==> config.mk <==
export PLATFORM = sky130hd
export DESIGN_NAME = return_stack
export DESIGN_NICKNAME = d
export VERILOG_FILES = /design/src/rtl/return_stack.sv
export SDC_FILE = /design/constraint.sdc
export NUM_CORES = 1
export LEC_CHECK = 0
export ABC_AREA = 1
export CORE_MARGIN = 2
export CORE_UTILIZATION = 38
export DETAILED_ROUTE_END_ITERATION = 12
export MAX_ROUTING_LAYER = met4
export PLACE_DENSITY = 0.71
export SYNTH_ARGS = -nofsm -noshare
export SYNTH_HDL_FRONTEND = slang
export SYNTH_SLANG_ARGS = --single-unit
==> constraint.sdc <==
create_clock -name clk -period 2.39 [get_ports clk]
set_input_delay 0.478 -clock clk [delete_from_list [all_inputs] [get_ports clk]]
set_output_delay 0.478 -clock clk [all_outputs]
set_load 0.02 [all_outputs]
==> src/rtl/return_stack.sv <==
`default_nettype none
// ============================================================================
// Module      : return_stack
// Description : Hardware return-address stack with occupancy status and
//               sticky overflow/underflow flags.
// Revision    : 1.0 - initial release
// ============================================================================
module return_stack #(
    parameter int ADDR_W = 12,
    parameter int DEPTH  = 8,
    parameter int CNT_W  = 4
) (
    input  logic              clk,
    input  logic              rst,
    input  logic              push,
    input  logic              pop,
    input  logic [ADDR_W-1:0] pushData,
    input  logic              clrErr,
    output logic [ADDR_W-1:0] top,
    output logic [CNT_W-1:0]  count,
    output logic              empty,
    output logic              full,
    output logic              overflow,
    output logic              underflow
);

    localparam int c_PTR_W = $clog2(DEPTH);

    logic [ADDR_W-1:0]  r_mem [DEPTH];
    logic [CNT_W-1:0]   r_count;
    logic               r_overflow;
    logic               r_underflow;

    logic               w_empty;
    logic               w_full;
    logic [c_PTR_W-1:0] w_wr_idx;
    logic [c_PTR_W-1:0] w_top_idx;
    logic               w_mem_we;
    logic [c_PTR_W-1:0] w_mem_idx;
    logic [CNT_W-1:0]   w_next_count;
    logic               w_set_ovf;
    logic               w_set_udf;

    assign w_empty   = (r_count == '0);
    assign w_full    = (r_count == CNT_W'(DEPTH));
    assign w_wr_idx  = r_count[c_PTR_W-1:0];
    assign w_top_idx = r_count[c_PTR_W-1:0] - c_PTR_W'(1);

    always_comb begin
        w_mem_we     = 1'b0;
        w_mem_idx    = w_wr_idx;
        w_next_count = r_count;
        w_set_ovf    = 1'b0;
        w_set_udf    = 1'b0;
        case ({push, pop})
            2'b10: begin
                if (!w_full) begin
                    w_mem_we     = 1'b1;
                    w_next_count = r_count + CNT_W'(1);
                end else begin
                    w_set_ovf = 1'b1;
                end
            end
            2'b01: begin
                if (!w_empty) begin
                    w_next_count = r_count - CNT_W'(1);
                end else begin
                    w_set_udf = 1'b1;
                end
            end
            2'b11: begin
                // Call-and-return in one cycle: overwrite the top in place.
                // On an empty stack there is no top, so it degrades to a push.
                w_mem_we = 1'b1;
                if (!w_empty) begin
                    w_mem_idx = w_top_idx;
                end else begin
                    w_next_count = CNT_W'(1);
                    w_set_udf    = 1'b1;
                end
            end
            default: ;
        endcase
    end

    always_ff @(posedge clk) begin
        if (rst) begin
            r_count     <= '0;
            r_overflow  <= 1'b0;
            r_underflow <= 1'b0;
        end else begin
            r_count     <= w_next_count;
            r_overflow  <= w_set_ovf | (r_overflow  & ~clrErr);
            r_underflow <= w_set_udf | (r_underflow & ~clrErr);
        end
    end

    // Storage is never cleared; reset only blocks writes.
    always_ff @(posedge clk) begin
        if (w_mem_we && !rst) begin
            r_mem[w_mem_idx] <= pushData;
        end
    end

    assign top       = w_empty ? '0 : r_mem[w_top_idx];
    assign count     = r_count;
    assign empty     = w_empty;
    assign full      = w_full;
    assign overflow  = r_overflow;
    assign underflow = r_underflow;

endmodule
`default_nettype wire

==> impl_metrics.yaml <==
place:
  gp_congestion: 0.8529
  portBuffers: 36
  dp.cells: 564
  dp_hpwl_mm: 6.208
power_and_ir_drop:
  p_seq_share_pct: 42.1
  p_int_mw: 3.298
  clkPwrFrac_pct: 21.7
  pwr-share-comb_pct: 36.2
  leakage_nw: 1.979
  power_density_nw_per_um2: 887.8
  p_switching_mw: 1.570
  switching_share_pct: 32.26
  totalPowerFinal_mw: 4.868
  ir_drop_mv: 0.4230
worst_setup_path:
  crit_buf_inv: 5
  worst_path_max_delay_cell: "dfxtp_2"
  crit_path_cell_trace: "inv_2 > ha_4 > buf_8 > buf_6 > buf_6 > nor2_4 > o21ai_2 > a31oi_2 > buf_4"
  critPathTopFamily: "buffers and inverters"
  required_ns: 1.91
  cp_max_fo: 7
  worstPathArrival_ns: 1.94
  worstSetupPathType: "flop to output pin"
  crit_top_cell: "buf_6"
  critPathMaxStageDelay_ns: 0.34
  startpoint_type: "flop"
  endpoint_kind: "output pin"
floorplanning:
  std_cell_rows: 38
  dieArea_um2: 11950
  core_um2: 10840
  io_pins: 37
  initial_core_util_pct: 38.89
  die_w_um: 109.3
  die_h_um: 109.3
global_route:
  grt.total_usage_pct: 17.26
  antenna_found_initial: 0
  grt_pass1_vias: 2940
  gr-total-overflow: 0
  grt_pass1_wl_mm: 14.90
  grt_max_degree: 51
clocking:
  htreeDepth: 3
  cts_tree: "done"
  clk_pin_slew_worst_paths_ns: 0.10
  clockRootBuffer: "clkbuf_8"
  clkSinkCount: 102
  postCtsHoldBufs: 0
  clock_latency_ns: 0.36
  cts_buffer_depth: 2
  numCtsBuffers: 9
finish:
  seqCellArea_um2: 3005
  fill_cells: 917
  fin_util_pct: 50.59
  num-nets-final: 462
  instances_no_fill: 588
  multi_input_comb_area_um2: 1189
  layout_commonest_cell: "edfxtp_1"
  layout_common_cells: "edfxtp_1 (96), nor2_1 (75), buf_4 (52)"
  drive_gt1_share_pct: 26.34
  antenna_cells: 0
  syn2layout_area_growth_pct: 30.10
logic_synthesis:
  synth_area_um2: 4215
  ys_seq_area_share_pct: 71.24
  yosysUniqueCellTypes: 25
  syn_nets: 379
  synthCells: 360
  synth_seq_cells: 102
  synth_area_per_cell_um2: 11.71
  yosys_warnings: 0
status:
  violations: "setup timing"
  status: "finished with violations"
timing:
  rsz0062_at_grt: "true"
  holdWs_ns: 0.4983
  setup_viol: 4
  tightestPinTransition_ns: 0.3423
  hold_violations: 0
  clock_skew_ns: 0.01255
  post-route-min-period_ns: 2.414
  maxSlewViolCount: 0
  fin_crit_sh_pct: 101.0
  fmax_mhz: 414.3
  finalSetupTns_ns: -0.04108
  relSlewSlack_pct: 77.18
  fin_ws_ns: -0.02392
routing:
  postRouteAntennaNets: 0
  vias: 3029
  post_drt_wl_per_cell_um: 16.51
  vias_per_cell: 5.151
  drc: 0
  first_iter_violations: 291
  routed_wl_mm: 9.707
  firstDrtPassIters: 4
flow_run:
  maxCapViolCount: 0
min_path:
  hold_path.class: "flop to flop"
## cell usage after synthesis
library cell | number | area share [%]
clkbuf_1 | 4 | 0.36
o22ai_1 | 13 | 1.9
xor2_1 | 2 | 0.42
inv_2 | 4 | 0.36
a21oi_1 | 5 | 0.59
dfxtp_1 | 6 | 2.8
nand2_2 | 2 | 0.30
a21oi_2 | 1 | 0.21
o21ai_2 | 1 | 0.21
clkbuf_2 | 1 | 0.12
nand3_2 | 1 | 0.24
ha_1 | 2 | 0.59
nor2_1 | 84 | 7.5
nand3_1 | 5 | 0.59
a32oi_1 | 1 | 0.21
edfxtp_1 | 96 | 68
o21ai_0 | 43 | 5.1
o21ai_1 | 20 | 2.4
a31oi_1 | 12 | 1.8
nand2_1 | 26 | 2.3
buf_2 | 11 | 1.3
a211oi_1 | 1 | 0.18
xnor2_1 | 2 | 0.42
buf_4 | 2 | 0.36
inv_1 | 15 | 1.3
## area by class of cell
type	count	share of cell area [%]
inverters	19	1.437
flip-flops and latches	102	54.80
clock buffers	11	2.396
multi-input cells	221	21.67
repair buffers	90	15.45
well taps	140	3.194
clock inverters	5	1.050
## routing by layer
layer  global-route usage [%]  share of wire (%)
met1                    22.60                 44
met2                    27.20                 49
met3                    3.497                5.8
met4                    5.515                1.2
met5                        -                  0
## state kept, by name, summed over array words and instances, names as in the netlist
register	cells
count	4
overflow	1
r_mem	96
underflow	1
## metrics by stage
stage                     instance area [um2]  setup slack [ns]
final                                    5484          -0.02392
after global placement                   5105           -0.2015
after CTS                                5394          -0.02714
after global routing                     5484           -0.1225
after detailed placement                 5105           -0.2294
after floorplan                          4290          -0.05339
## repair_timing
| action | in CTS | in global routing |
|---|---|---|
| resized for setup | 80 | 33 |
| setup endpoints to repair | 14 | 13 |
| gates cloned | 1 | 2 |
| buffers inserted | 5 | 0 |
| pin swaps | 8 | 10 |
| endpoints found under the hold margin | 0 | 0 |
## logic make-up after synthesis
| logic type | synth area share [%] |
|---|---|
| xor+xnor | 0.8313 |
| fa+ha+maj | 0.5936 |
| simple gates | 10.92 |
| compound gates | 12.59 |
| buf+inv | 3.828 |
| flops | 71.24 |
## worst paths after layout
kind	to	cells past startpoint	start	slack [ns]
setup / recovery	top[6]	9	count[1]	-0.02
hold / removal	underflow	2	underflow	0.50
setup reg to reg	r_mem[1][5]	8	count[0]	0.34
hold reg to reg	underflow	2	underflow	0.50
## worst register-to-register path: stages (launching register included)
cell	delay, ns
dfxtp_2	0.34
inv_2	0.05
ha_4	0.33
inv_8	0.07
clkbuf_16	0.16
o21ai_1	0.28
nand2_1	0.15
nor2_1	0.17
buf_4	0.22
## power groups by stage
stage | Sequential, mW | Combinational, mW | Clock, mW
3_5_place_dp | 2.09 | 1.55 | 0
5_1_grt | 2.06 | 1.91 | 1.14
3_3_place_gp | 2.09 | 1.53 | 0
2_1_floorplan | 2.11 | 0.864 | 0
6_report | 2.05 | 1.76 | 1.05
4_1_cts | 2.05 | 1.67 | 1.07
(Power assumes the default switching activity.)
